File: src/rtl/nn_img_loader.sv
// Packs a stream of DATA_WIDTH pixels into 6-lane words and writes them to an image buffer.
// Define NN_IMG_LOADER_PAD_EN to zero-pad and write a partial word that ends on i_last; otherwise it is dropped.
module nn_img_loader #(
  parameter int DATA_WIDTH       = 8,
  parameter int ADDR_WIDTH       = 10,
  parameter int TOTAL_DATA_WIDTH = DATA_WIDTH*6
) (
  input  logic                        i_clk,
  input  logic                        i_rst,
  input  logic                        i_start,
  input  logic [ADDR_WIDTH-1:0]       i_base_addr,
  input  logic [ADDR_WIDTH:0]         i_num_words,
  input  logic                        i_valid,
  input  logic [DATA_WIDTH-1:0]       i_data,
  input  logic                        i_last,
  output logic                        o_ready,
  output logic                        o_wr_en,
  output logic [ADDR_WIDTH-1:0]       o_wr_addr0,
  output logic [TOTAL_DATA_WIDTH-1:0] o_wr_data0,
  output logic                        o_busy,
  output logic                        o_done,
  output logic [ADDR_WIDTH:0]         o_words_written
);

  typedef enum logic [1:0] {IDLE, LOAD, DONE} state_t;

  localparam logic [2:0]          LAST_LANE = 3'd5;
  localparam logic [2:0]          LANE_ONE  = 3'd1;
  localparam logic [ADDR_WIDTH:0] WORD_ONE  = 1;

  state_t                      state;
  logic [ADDR_WIDTH-1:0]       base_q;
  logic [ADDR_WIDTH:0]         target_q;
  logic [2:0]                  lane_cnt;
  logic [ADDR_WIDTH:0]         word_cnt;
  logic [TOTAL_DATA_WIDTH-1:0] word_buf;
  logic [TOTAL_DATA_WIDTH-1:0] assembled;
  logic [ADDR_WIDTH:0]         words_next;
  logic [ADDR_WIDTH-1:0]       wr_addr_next;
  logic                        accept;

  // Lanes above the current one are always zero in word_buf, which gives zero padding for free.
  always_comb begin
    assembled = word_buf;
    assembled[int'(lane_cnt)*DATA_WIDTH +: DATA_WIDTH] = i_data;
  end

  assign accept          = i_valid && o_ready;
  assign words_next      = word_cnt + WORD_ONE;
  assign wr_addr_next    = base_q + word_cnt[ADDR_WIDTH-1:0];
  assign o_words_written = word_cnt;

  always_ff @(posedge i_clk or posedge i_rst) begin
    if (i_rst) begin
      state      <= IDLE;
      base_q     <= '0;
      target_q   <= '0;
      lane_cnt   <= '0;
      word_cnt   <= '0;
      word_buf   <= '0;
      o_ready    <= 1'b0;
      o_wr_en    <= 1'b0;
      o_wr_addr0 <= '0;
      o_wr_data0 <= '0;
      o_busy     <= 1'b0;
      o_done     <= 1'b0;
    end else begin
      o_wr_en <= 1'b0;
      o_done  <= 1'b0;
      case (state)
        IDLE: begin
          if (i_start) begin
            base_q   <= i_base_addr;
            target_q <= i_num_words;
            lane_cnt <= '0;
            word_cnt <= '0;
            word_buf <= '0;
            o_busy   <= 1'b1;
            if (i_num_words == '0) begin
              state   <= DONE;
              o_ready <= 1'b0;
            end else begin
              state   <= LOAD;
              o_ready <= 1'b1;
            end
          end
        end

        LOAD: begin
          if (accept) begin
            if (lane_cnt == LAST_LANE) begin
              o_wr_en    <= 1'b1;
              o_wr_addr0 <= wr_addr_next;
              o_wr_data0 <= assembled;
              word_cnt   <= words_next;
              lane_cnt   <= '0;
              word_buf   <= '0;
              if ((words_next == target_q) || i_last) begin
                state   <= DONE;
                o_ready <= 1'b0;
              end
            end else if (i_last) begin
`ifdef NN_IMG_LOADER_PAD_EN
              o_wr_en    <= 1'b1;
              o_wr_addr0 <= wr_addr_next;
              o_wr_data0 <= assembled;
              word_cnt   <= words_next;
`endif
              lane_cnt <= '0;
              word_buf <= '0;
              state    <= DONE;
              o_ready  <= 1'b0;
            end else begin
              word_buf <= assembled;
              lane_cnt <= lane_cnt + LANE_ONE;
            end
          end
        end

        // o_done lands in the first IDLE cycle, so a back-to-back start is allowed alongside it.
        DONE: begin
          state   <= IDLE;
          o_ready <= 1'b0;
          o_busy  <= 1'b0;
          o_done  <= 1'b1;
        end

        default: begin
          state   <= IDLE;
          o_ready <= 1'b0;
          o_busy  <= 1'b0;
        end
      endcase
    end
  end

endmodule

File: config.mk
export PLATFORM = sky130hd
export DESIGN_NAME = nn_img_loader
export DESIGN_NICKNAME = d
export VERILOG_FILES = /design/src/rtl/nn_img_loader.sv
export SDC_FILE = /design/constraint.sdc
export NUM_CORES = 1
export LEC_CHECK = 0
export BUFFER_PORTS_ARGS = -buffer_cell sky130_fd_sc_hd__buf_2
export CAP_MARGIN = 5
export CORE_ASPECT_RATIO = 1.75
export CORE_MARGIN = 1.5
export CORE_UTILIZATION = 45
export DETAILED_ROUTE_END_ITERATION = 16
export PLACE_DENSITY = 0.75
export SYNTH_ARGS = -nofsm -noshare
export SYNTH_HDL_FRONTEND = slang
export SYNTH_SLANG_ARGS = --single-unit
File: constraint.sdc
create_clock -name i_clk -period 4.8 [get_ports i_clk]
set_clock_uncertainty 0.05 [all_clocks]
set_input_delay 0.24 -clock i_clk [delete_from_list [all_inputs] [get_ports i_clk]]
set_output_delay 0.24 -clock i_clk [all_outputs]
set_load 0.02 [all_outputs]
Word level (Yosys, flattened, before mapping)
Index checks and enable logic that the tools add are counted.

storage, ports and cells
  output and inout bits = 73
  word-level logic and storage cells = 74
  input port bits = 34
  bits in read-only memories = 0
  memories kept = 0
  bits in writable memories = 0
  flip-flop bits (word level) = 147
  bits in latches = 0

operators by class
  multipliers = 0
  bitwise gates (word level) = 1
  $add $sub $neg = 4
  multiplexer cells = 35
  $lt $le $gt $ge = 0
  equal/unequal tests = 9
  shift-type cells = 2
  reduce and logical (&&, ||, !) cells = 11
  divide/modulo/power cells = 0

operators by type and width
  cell                                                   count
  2-to-1 mux 48 bit                                      4
  case mux 48 bit (2 select lines)                       1
  bitwise mux 48 bit                                     1
  variable shift 8 x 33 -> 48 bit, first input constant  1
  indexed part select 8 x 33 -> 48 bit                   1
  2-to-1 mux 11 bit                                      3
  negator 6 -> 33 bit                                    1
  case mux 11 bit (2 select lines)                       1
  2-to-1 mux 2 bit                                       6
  2-to-1 mux 3 bit                                       4
  adder 11 x 1 -> 11 bit, second input constant          1
  == test 11 bit                                         1
  logical NOT 11 bit                                     1
  2-to-1 mux 1 bit                                       11
  adder 10 bit                                           1
  AND reduction 4 bit                                    2
  != test 2 bit, second input constant                   3
  != test 3 bit, second input constant                   2
  case mux 3 bit (2 select lines)                        1
  AND reduction 3 bit                                    2
  case mux 1 bit (2 select lines)                        2
  case mux 2 bit (2 select lines)                        1
  AND reduction 2 bit                                    2
  adder 3 x 1 -> 3 bit, second input constant            1
  8 further kinds                                        8

Logic depth before layout (Yosys ltp)
Gate-level depths: netlist of the first run.

  word-level depth = 7
  mapped depth = 10
  mapped depth without buffers = 9

Worst setup path before layout of the first run
OpenSTA, ideal clock, no wires.

  path type = flip-flop to flip-flop
  start point = register word_cnt[0] (netlist: o_words_written[0])
  end point = register state[1]
  required time = 4.651 ns
  setup time = 0.099 ns
  stages on the path, launching flop included = 9
  period minus slack after synthesis = 2.556 ns
  arrival = 2.407 ns
  slack = 2.244 ns
  buffers on the path = 1
  cell sequence = dfrtp_1 ha_1 and3_1 buf_6 a311oi_2 o31ai_1 a2111o_1 or3_1 a311oi_1

on the way
  cells in the longest elaborated chain, start to end = 5

RTL lines
  what                                  RTL line  RTL
  from (decl)                           35        logic [ADDR_WIDTH:0] word_cnt;
  from (signal assigned)                95        word_cnt <= words_next;
  adder 11 x 1 -> 11 bit                49        assign words_next = word_cnt + WORD_ONE;
  == test 11 bit                        98        if ((words_next == target_q) || i_last) begin
  logical OR 1 bit                      98
  != test 3 bit (no source line)        n/a
  AND reduction 4 bit (no source line)  n/a
  to (signal assigned)                  99        state <= DONE;
  to (signal assigned)                  111       state <= DONE;
  to (signal assigned)                  122       state <= IDLE;
  to (decl)                             31        state_t state;

No other way between the ends.
A chain may end at the register's enable or synchronous reset.

Worst setup path in the final report of the first run
  start point = register state[0]
  end point = register word_buf[29]

on the way
  cells in the longest elaborated chain, start to end = 3
  elaborated cells on any way between the ends = 7
  classes of those cells = eq/ne: 3; mux: 1; reduce/logical: 3

RTL lines
  what                                                                         RTL line  RTL
  from (signal assigned)                                                       55        state <= IDLE;
  from (signal assigned)                                                       80        state <= DONE;
  from (signal assigned)                                                       83        state <= LOAD;
  == test 2 x 1 -> 1 bit / logical NOT 2 bit (equally long branches)           70        case (state)
  != test 2 bit (no source line) / nonzero test 2 bit (equally long branches)  n/a
  AND reduction 3 bit (no source line)                                         n/a
  to (signal assigned)                                                         114       word_buf <= assembled;
  to (decl)                                                                    36        logic [TOTAL_DATA_WIDTH-1:0] word_buf;

Parallel ways exist; a longest one is shown, timed or not.

==> flow_summary_export.csv, run 1 <==
group,metric,value,unit
place,postPlaceCellArea,7360,um^2
clock_tree,h-tree-depth,4,
worst_setup_path,cp.arrival,3.49,ns
finish,layout_commonest_cell,"dfrtp_1",
synthesis,ys.warnings.count,0,
sta,tightest_slew,1.09,ns
clock_tree,clkLatencyLatePin,0.43,ns
detailed_routing,drt-vias-per-instance,5.66,
floorplanning,io-pin-count,107,
worst_setup_path,required,5.11,ns
synthesis,post_synth_instance_area,6710,um^2
finish,drive_above_1_share,22.6,%
worst_setup_path,path_cells,"nand2b_1 -> a21oi_1 -> nand3b_1 -> nor3_1 -> a22o_1",
synthesis,syn_avg_cell_area,10.3,um^2
place,io_buffer_count,106,
clock_tree,cts_buffers,17,
global_route,grt_pass1_vias,5373,
global_route,antenna_found_initial,0,
detailed_routing,routed_wl,17100,um
sta,final_hold_viol_count,13,
place,finalWeightedCongestion,0.819,
floorplanning,coreArea,14400,um^2
detailed_routing,avgRoutedWirePerCell,18.0,um
sta,drv_slew,0,
finish,final_nets,801,
finish,final_cell_mix,"146 x dfrtp_1, 106 x buf_2, 102 x nand2_1",
finish,diodes,0,
status,violations,"hold timing",
sta,setup_slack,1.61,ns
synthesis,synthArstFlopShare,100,%
detailed_routing,antenna_left,0,
finish,design_area,8040,um^2
synthesis,yosysSeqAreaShare,54.4,%
sta,tns,0,ns
sta,rsz0062_at_grt,"no",
floorplanning,die_y,165,um
finish,area_growth,19.8,%
synthesis,syn-num-nets,700,
synthesis,synthFlopType,"dfrtp_1",
detailed_routing,via_count,5352,
worst_setup_path,worstSetupStartpointType,"register",
clock_tree,cts_setup_buffers,0,
global_route,grt_pass1_wl,27200,um
sta,setup_viol,0,
worst_setup_path,crit_buf_inv,0,
floorplanning,rows,58,
worst_setup_path,critPathMaxFanout,15,
status,status,"finished with violations",
global_route,grt_max_degree,110,
clock_tree,postCtsResizedCells,0,
floorplanning,die_w,95.3,um
detailed_routing,drc,0,
sta,fin_crit,3.19,ns
sta,fin_crit_sh,66.4,%
worst_setup_path,slowest_delay,0.85,ns
synthesis,synth_edf_count,0,
finish,instances_no_fill,945,
hold_path,hp-class,"input pin to asynchronous set/reset pin",
worst_setup_path,crit_family,"simple AND/OR/NAND/NOR gates",
clock_tree,cts_hold_buf,8,
synthesis,synth.distinct_cells,51,
floorplanning,start_util,46.5,%
job,cap_violations,0,
finish,fillers,1280,
sta,slew_headroom,27.3,%
place,detailedPlace.worstSlack,1.63,ns
synthesis,synthCells,651,
power_and_ir_drop,p_per_area,464,nW/um^2
clock_tree,clkTransAtPathRegs,0.06,ns
power_and_ir_drop,p_leak,3.81,nW
synthesis,synth_seq_cells,146,
worst_setup_path,crit_slowest_cell,"nor3_1",
sta,max_freq,0.314,GHz
clock_tree,cts_sinks,146,
detailed_routing,first_iter_violations,271,
power_and_ir_drop,vdd_ir_drop_max,0.000288,V
place,hpwlAfterDp,11700,um
sta,holdWs,-0.0113,ns
clock_tree,cts_tree,"done",
global_route,globalRoute.totalOverflow,0,
clock_tree,cts-root-buf,"clkbuf_16",
worst_setup_path,crit_type,"register to register",
floorplanning,die-area,15700,um^2
place,post-place-cells,904,
global_route,grt_usage,23.0,%
worst_setup_path,endpoint_kind,"register",
detailed_routing,dr.pass1.iters,5,
clock_tree,clockBufferDepth,2,
logic make-up (layout without fill, tap and decap cells):
group | count (synthesis) | in the layout | synth area share (%)
AO/OA/AOI/OAI | 175 | 175 | 17.8
XOR/XNOR | 21 | 21 | 2.74
multiplexers | 38 | 38 | 6.04
AND/OR/NAND/NOR | 200 | 200 | 12.7
flip-flops | 146 | 146 | 54.4
buffers and inverters | 56 | 170 | 3.39
adder cells (fa/ha/maj) | 15 | 15 | 2.91
synthesized netlist by cell type (all sizes together) (2+ instances only):
master / number / share of area, %
nand2b: 2 / 0.19
o21a: 2 / 0.22
clkbuf: 31 / 1.7
inv: 15 / 0.84
o22ai: 2 / 0.19
nor4: 3 / 0.28
a22o: 49 / 6.4
dfrtp: 146 / 54
o21bai: 2 / 0.22
nand3: 11 / 0.82
nand2: 102 / 5.7
nor2b: 5 / 0.47
nand4: 4 / 0.37
o211ai: 2 / 0.22
and3: 3 / 0.28
a21oi: 11 / 0.82
xnor2: 12 / 1.6
a31oi: 31 / 2.9
mux2: 20 / 3.4
a211oi: 3 / 0.34
nor2: 53 / 3.0
xor2: 9 / 1.2
nand3b: 3 / 0.34
mux2i: 18 / 2.7
a311oi: 3 / 0.48
a21o: 4 / 0.45
nor3: 9 / 0.67
clkinv: 4 / 0.22
o21ai: 53 / 4.0
ha: 14 / 2.6
o31ai: 6 / 0.67
buf: 6 / 0.60
registers in the layout, indices dropped and copies added, names as in the netlist:
signal / cells
o_words_written: 11
lane_cnt: 3
target_q: 11
o_wr_addr0: 10
o_done: 1
state: 2
o_wr_data0: 48
o_busy: 1
o_wr_en: 1
base_q: 10
word_buf: 48
final cells by class:
class | count | area (um^2) | area share [%]
well taps | 180 | 225 | 2.80
clock inverters | 15 | 168 | 2.08
inverters | 19 | 76.3 | 0.949
clock buffers | 17 | 425 | 5.29
multi-input cells | 449 | 2850 | 35.4
repair buffers | 119 | 646 | 8.03
flip-flops and latches | 146 | 3650 | 45.4
power by group:
group	internal, mW	switching (mW)
Sequential	1.38	0.122
Combinational	0.343	0.530
Clock	0.781	0.572
worst register-to-register path, delay by kind of cell (launching register included):
family | cells | cell delay [ns]
DFF | 1 | 0.47
AOI/OAI and AO/OA | 2 | 0.93
and+or+nand+nor | 3 | 1.66
stage by stage:
| step | total power, mW | utilization [%] |
|---|---|---|
| floorplan | 2.15 | - |
| global placement | 2.36 | 51.0 |
| detailed placement | 2.38 | 51.0 |
| CTS | 3.75 | 55.6 |
| global route | 3.91 | 55.7 |
| finish | 3.73 | 55.7 |
metal layers:
layer / routed length, um / up-vias / GRT usage (%)
li1: - / 2528 / -
met3: 820 / 39 / 5.43
met4: 501 / 0 / 9.97
met5: 0 / - / 0
met2: 9230 / 157 / 40.9
met1: 6500 / 2628 / 25.4
path summary, 6_finish.rpt:
path / slack, ns / from / depth (start not counted) / endpoint
worst max-delay path: 1.61 / state[0]$_DFFE_PP0P_ / 5 / word_buf[29]$_DFFE_PP0P_
worst min-delay path: -0.01 / i_rst / 2 / o_done$_DFF_PP0_
worst max register to register: 1.61 / state[0]$_DFFE_PP0P_ / 5 / word_buf[29]$_DFFE_PP0P_
worst min register to register: 0.43 / o_wr_addr0[5]$_DFFE_PP0P_ / 2 / o_wr_addr0[5]$_DFFE_PP0P_
max in group asynchronous: 3.61 / i_rst / 3 / o_wr_addr0[1]$_DFFE_PP0P_
min in group i_clk: 0.01 / i_base_addr[9] / 2 / base_q[9]$_DFFE_PP0P_
Note: power is estimated with default switching activity, not from simulation.
==> run 2: changes to the inputs <==
==> constraint.sdc (replaced) <==
create_clock -name i_clk -period 3.18 [get_ports i_clk]
set_clock_uncertainty 0.05 [all_clocks]
set_input_delay 0.159 -clock i_clk [delete_from_list [all_inputs] [get_ports i_clk]]
set_output_delay 0.159 -clock i_clk [all_outputs]
set_load 0.02 [all_outputs]
==> run 2 against run 1 <==
The flow now finishes without violations. Sequential share of layout area fell by 1.2 points. Core utilization rose by 1.6 points. Clock power rose by 47%. First-iteration DRC count fell by 3.7%. Non-clock buffer count rose by 25. Highest routed layer unchanged. Largest cell class unchanged. Critical endpoint is now word_buf[39]$_DFFE_PP0P_.
==> flow_summary_export.csv, run 2 (synthesis results as in run 1) <==
group,metric,value,unit
status,status,"finished, final reports clean",
place,io_buffer_count,106,
finish,diodes,0,
finish,layout_commonest_cell,"dfrtp_1",
worst_setup_path,reg2regPathDepth,8,
floorplanning,die_y,165,um
global_route,globalRoute.totalOverflow,0,
clock_tree,postCtsResizedCells,0,
worst_setup_path,path_cells,"clkinv_1 -> ha_1 -> ha_1 -> nor3_1 -> nand3_1 -> inv_1 -> o21ai_1 -> a22o_1",
hold_path,whs_path_depth,3,
hold_path,hold-path-endpoint,"state[0]$_DFFE_PP0P_",
global_route,grt_usage,23.1,%
power_and_ir_drop,p_leak,3.91,nW
clock_tree,clkLatencyLatePin,0.42,ns
sta,tns,0,ns
finish,final_cell_mix,"146 x dfrtp_1, 106 x buf_2, 102 x nand2_1",
floorplanning,rows,58,
global_route,grt_max_degree,79,
clock_tree,cts_tree,"done",
job,cap_violations,0,
detailed_routing,avgRoutedWirePerCell,18.0,um
detailed_routing,drc,0,
global_route,grt_pass1_vias,5399,
floorplanning,coreArea,14400,um^2
sta,tightest_slew,0.648,ns
floorplanning,io-pin-count,107,
worst_setup_path,crit_family,"simple AND/OR/NAND/NOR gates",
sta,rsz0062_at_grt,"no",
worst_setup_path,r2r-end,"word_buf[39]$_DFFE_PP0P_",
finish,final_nets,826,
finish,drive_above_1_share,23.0,%
global_route,grt_pass1_wl,27300,um
worst_setup_path,crit_type,"register to register",
sta,final_hold_viol_count,0,
place,finalWeightedCongestion,0.895,
sta,drv_slew,0,
sta,holdWs,0.0558,ns
finish,area_growth,23.2,%
clock_tree,h-tree-depth,4,
worst_setup_path,required,3.43,ns
worst_setup_path,critPathMaxFanout,10,
power_and_ir_drop,p_per_area,684,nW/um^2
clock_tree,clkTransAtPathRegs,0.06,ns
clock_tree,cts-root-buf,"clkbuf_16",
worst_setup_path,cp.arrival,2.93,ns
hold_path,hold_start,"i_start",
sta,max_freq,0.374,GHz
floorplanning,start_util,46.5,%
detailed_routing,dr.pass1.iters,5,
detailed_routing,first_iter_violations,261,
detailed_routing,drt-vias-per-instance,5.64,
worst_setup_path,slowest_delay,0.39,ns
place,hpwlAfterDp,12200,um
worst_setup_path,crit_top_cell,"ha_1",
clock_tree,clockBufferDepth,2,
sta,fin_crit,2.68,ns
sta,fin_crit_sh,84.2,%
power_and_ir_drop,vdd_ir_drop_max,0.000309,V
clock_tree,cts_sinks,146,
worst_setup_path,worstSetupStartpointType,"register",
sta,setup_viol,0,
global_route,antenna_found_initial,0,
floorplanning,die-area,15700,um^2
worst_setup_path,endpoint_kind,"register",
hold_path,hp-class,"input pin to register",
worst_setup_path,timing.rr.start,"lane_cnt[0]$_DFFE_PP0P_",
worst_setup_path,regToRegSetupSlack,0.50,ns
detailed_routing,antenna_left,0,
detailed_routing,via_count,5469,
floorplanning,die_w,95.3,um
worst_setup_path,crit_slowest_cell,"dfrtp_1",
worst_setup_path,crit_buf_inv,2,
clock_tree,cts_buffers,17,
detailed_routing,routed_wl,17400,um
finish,top_regs,"o_wr_data0 x48, word_buf x48",
sta,slew_headroom,56.5,%
run 2: cell types whose count changed in the layout (fill, tap and decap cells not counted), sizes merged:
cell         previous run  this run
clkinvlp                1         3
clkinv                  7         8
dlygate4sd3             8        22
buf                   110       122
clkbuf                 18        19
inv                    24        19
run 2: through the flow:
step | total power [mW] | utilization [%] | worst slack, ns | instance area (um^2) | std cells
final | 5.66 | 57.3 | 0.503 | 8270 | 970
after global placement | 3.65 | 51.7 | 0.612 | 7460 | 916
after global routing | 5.95 | 57.3 | 0.255 | 8270 | 970
after detailed placement | 3.69 | 51.7 | 0.548 | 7460 | 916
after CTS | 5.71 | 57.3 | 0.533 | 8270 | 970
after floorplan | 3.24 | - | 0.624 | 6720 | 651
run 2: worst reg2reg max path, delay by kind of cell (launching register included):
kind / cells / cell delay [ns]
and+or+nand+nor: 2 / 0.62
buffers and inverters: 2 / 0.52
adders and majority gates: 2 / 0.50
AOI/OAI and AO/OA: 2 / 0.49
DFF: 1 / 0.39
run 2: cell type report:
type | instances | area, um^2
inverters | 19 | 75.1
fillers | 1255 | 6170
flip-flops and latches | 146 | 3650
well taps | 180 | 225
repair buffers | 144 | 883
clock buffers | 19 | 433
multi-input cells | 449 | 2850
clock inverters | 13 | 150
run 2: timing repair:
action                                  CTS  global route
hold endpoints to repair                 85             0
hold buffers                             22             0
endpoints found under the setup margin    0             0
buffers inserted                          0             0
run 2: how the worst max path moves through the flow:
stage,from,end,slack [ns],cells after the start
finish,lane_cnt[0]$_DFFE_PP0P_,word_buf[39]$_DFFE_PP0P_,0.50,8
global placement,lane_cnt[0]$_DFFE_PP0P_,word_buf[34]$_DFFE_PP0P_,0.61,8
detailed placement,lane_cnt[0]$_DFFE_PP0P_,word_buf[38]$_DFFE_PP0P_,0.55,8
global route,lane_cnt[0]$_DFFE_PP0P_,word_buf[37]$_DFFE_PP0P_,0.26,8
CTS,lane_cnt[0]$_DFFE_PP0P_,word_buf[39]$_DFFE_PP0P_,0.53,8
floorplan,o_words_written[0]$_DFFE_PP0P_,state[1]$_DFFE_PP0P_,0.62,8
run 2: power by group:
part	switching (mW)	internal (mW)
Sequential	0.196	2.09
Combinational	0.823	0.574
Clock	0.807	1.17
run 2: metal layers:
layer / global-route usage, % / routed length [um] / vias up
met5: 0 / 0 / -
met1: 25.3 / 6440 / 2652
met3: 4.42 / 841 / 44
met4: 12.9 / 651 / 0
met2: 40.8 / 9490 / 194
li1: - / - / 2579
==> run 3: changes to the inputs <==
--- a/config.mk
+++ b/config.mk
@@ -11,7 +11,7 @@
 export CORE_MARGIN = 1.5
 export CORE_UTILIZATION = 45
 export DETAILED_ROUTE_END_ITERATION = 16
-export PLACE_DENSITY = 0.75
+export PLACE_DENSITY = 0.77
 export SYNTH_ARGS = -nofsm -noshare
 export SYNTH_HDL_FRONTEND = slang
 export SYNTH_SLANG_ARGS = --single-unit
==> constraint.sdc (replaced) <==
create_clock -name i_clk -period 2.25 [get_ports i_clk]
set_clock_uncertainty 0.05 [all_clocks]
set_input_delay 0.1125 -clock i_clk [delete_from_list [all_inputs] [get_ports i_clk]]
set_output_delay 0.1125 -clock i_clk [all_outputs]
set_load 0.02 [all_outputs]
==> run 3 against run 2 <==
Power increased by 49%. First-iteration DRC count increased by 13%. Flip-flop and latch count is the same. Clock power grew 55%. Combinational power rose by 54%. Highest routed layer unchanged. Routed wire length grew 3.2%.
==> flow_summary_export.csv, run 3 (synthesis results as in run 1) <==
group,metric,value,unit
floorplanning,die_w,95.3,um
clock_tree,clkTransAtPathRegs,0.07,ns
clock_tree,cts_sinks,146,
hold_path,whs_path_depth,3,
clock_tree,clockBufferDepth,2,
finish,final_cell_mix,"143 x dfrtp_1, 106 x buf_2, 102 x nand2_1",
worst_setup_path,crit_type,"register to register",
sta,slew_headroom,60.9,%
place,finalWeightedCongestion,0.955,
floorplanning,start_util,46.5,%
clock_tree,cts-root-buf,"clkbuf_16",
floorplanning,rows,58,
place,postPlaceCellArea,7710,um^2
worst_setup_path,critPathMaxFanout,6,
detailed_routing,dr.pass1.iters,5,
floorplanning,die_y,165,um
finish,area_growth,28.7,%
sta,fin_crit,2.22,ns
floorplanning,die-area,15700,um^2
detailed_routing,avgRoutedWirePerCell,18.0,um
finish,top_regs,"o_wr_data0 x48, word_buf x48",
hold_path,hp-class,"input pin to register",
finish,instances_no_fill,997,
worst_setup_path,regToRegSetupSlack,0.03,ns
global_route,antenna_found_initial,0,
sta,holdWs,0.0241,ns
clock_tree,cts_buffers,17,
sta,final_hold_viol_count,0,
job,cap_violations,0,
worst_setup_path,endpoint_kind,"register",
power_and_ir_drop,p_per_area,976,nW/um^2
hold_path,hold_start,"i_start",
detailed_routing,drt-vias-per-instance,5.68,
clock_tree,h-tree-depth,4,
worst_setup_path,reg2regPathDepth,7,
status,status,"finished, final reports clean",
detailed_routing,routed_wl,18000,um
sta,setup_viol,0,
place,io_buffer_count,106,
sta,drv_slew,0,
finish,layout_commonest_cell,"dfrtp_1",
power_and_ir_drop,p_leak,4.09,nW
finish,diodes,0,
global_route,grt_pass1_wl,28100,um
worst_setup_path,r2r-end,"state[1]$_DFFE_PP0P_",
global_route,grt_usage,23.7,%
global_route,grt_max_degree,79,
detailed_routing,first_iter_violations,295,
clock_tree,cts_tree,"done",
sta,fin_crit_sh,98.8,%
place,hpwlAfterDp,12300,um
hold_path,hold-path-endpoint,"state[0]$_DFFE_PP0P_",
global_route,grt_pass1_vias,5524,
detailed_routing,via_count,5660,
clock_tree,clkLatencyLatePin,0.41,ns
worst_setup_path,timing.rr.start,"o_words_written[1]$_DFFE_PP0P_",
floorplanning,coreArea,14400,um^2
worst_setup_path,worstSetupStartpointType,"register",
power_and_ir_drop,vdd_ir_drop_max,0.000646,V
detailed_routing,antenna_left,0,
sta,tightest_slew,0.582,ns
place,post-place-cells,938,
worst_setup_path,required,2.51,ns
finish,final_nets,853,
floorplanning,io-pin-count,107,
sta,max_freq,0.450,GHz
sta,rsz0062_at_grt,"yes",
detailed_routing,drc,0,
finish,drive_above_1_share,27.5,%
finish,design_area,8640,um^2
global_route,globalRoute.totalOverflow,0,
worst_setup_path,cp.arrival,2.48,ns
power_and_ir_drop,power,8.43,mW
==> run 3: cell count changes in the layout (fill, tap and decap cells not counted), moves of 3 or more <==
cell     previous run  this run
o21ai_2             0         3
o21ai_1             6         3
dfrtp_2             0         3
buf_12              1         5
dfrtp_1           146       143
buf_4              15        38
==> run 3: repair_timing <==
item,CTS,global route
endpoints found under the hold margin,34,0
hold buffers,22,0
endpoints found under the setup margin,0,41
resized for setup,0,9
setup buffers,0,5
==> run 3: critical path, stage by stage (launching register included) <==
cell and delay [ns]:
dfrtp_2 0.44, ha_4 0.19, and3_4 0.21, a311oi_2 0.26, o31ai_1 0.12, a2111o_1 0.30
or3_1 0.32, a311oi_1 0.24
==> run 3: cell type report <==
cell class / count / area [um^2]
timing repair buffer: 171 / 1140
multi-input combinational: 449 / 2910
tap: 180 / 225
sequential: 146 / 3660
clock buffer: 19 / 443
clock inverter: 13 / 195
fill: 1178 / 5800
inverter: 19 / 78.8
==> run 3: layer usage <==
layer	track usage, %	wire length, um	up-vias
met4	10.4	567	0
li1	-	-	2632
met3	4.74	776	41
met1	26.4	6740	2803
met2	42.4	9890	184
met5	0	0	-
==> run 3: power by group <==
group	switching (mW)	internal [mW]
Combinational	1.28	0.885
Sequential	0.263	2.95
Clock	1.15	1.91
==> run 3: worst max path at each step <==
stage / start / to
2_1_floorplan: lane_cnt[0]$_DFFE_PP0P_ / word_buf[10]$_DFFE_PP0P_
3_3_place_gp: o_words_written[1]$_DFFE_PP0P_ / state[1]$_DFFE_PP0P_
3_5_place_dp: o_words_written[1]$_DFFE_PP0P_ / state[1]$_DFFE_PP0P_
4_1_cts: o_words_written[1]$_DFFE_PP0P_ / state[1]$_DFFE_PP0P_
5_1_grt: o_words_written[1]$_DFFE_PP0P_ / state[1]$_DFFE_PP0P_
6_report: o_words_written[1]$_DFFE_PP0P_ / state[1]$_DFFE_PP0P_
==> run 3: per-stage QoR <==
stage,setup slack (ns),setup TNS [ns],utilization [%]
5_1_grt,-0.0458,-0.0784,59.8
2_1_floorplan,0.00647,0,-
3_5_place_dp,0.0401,0,53.4
4_1_cts,0.0132,0,59.4
6_report,0.0267,0,59.8
3_3_place_gp,0.114,0,53.4
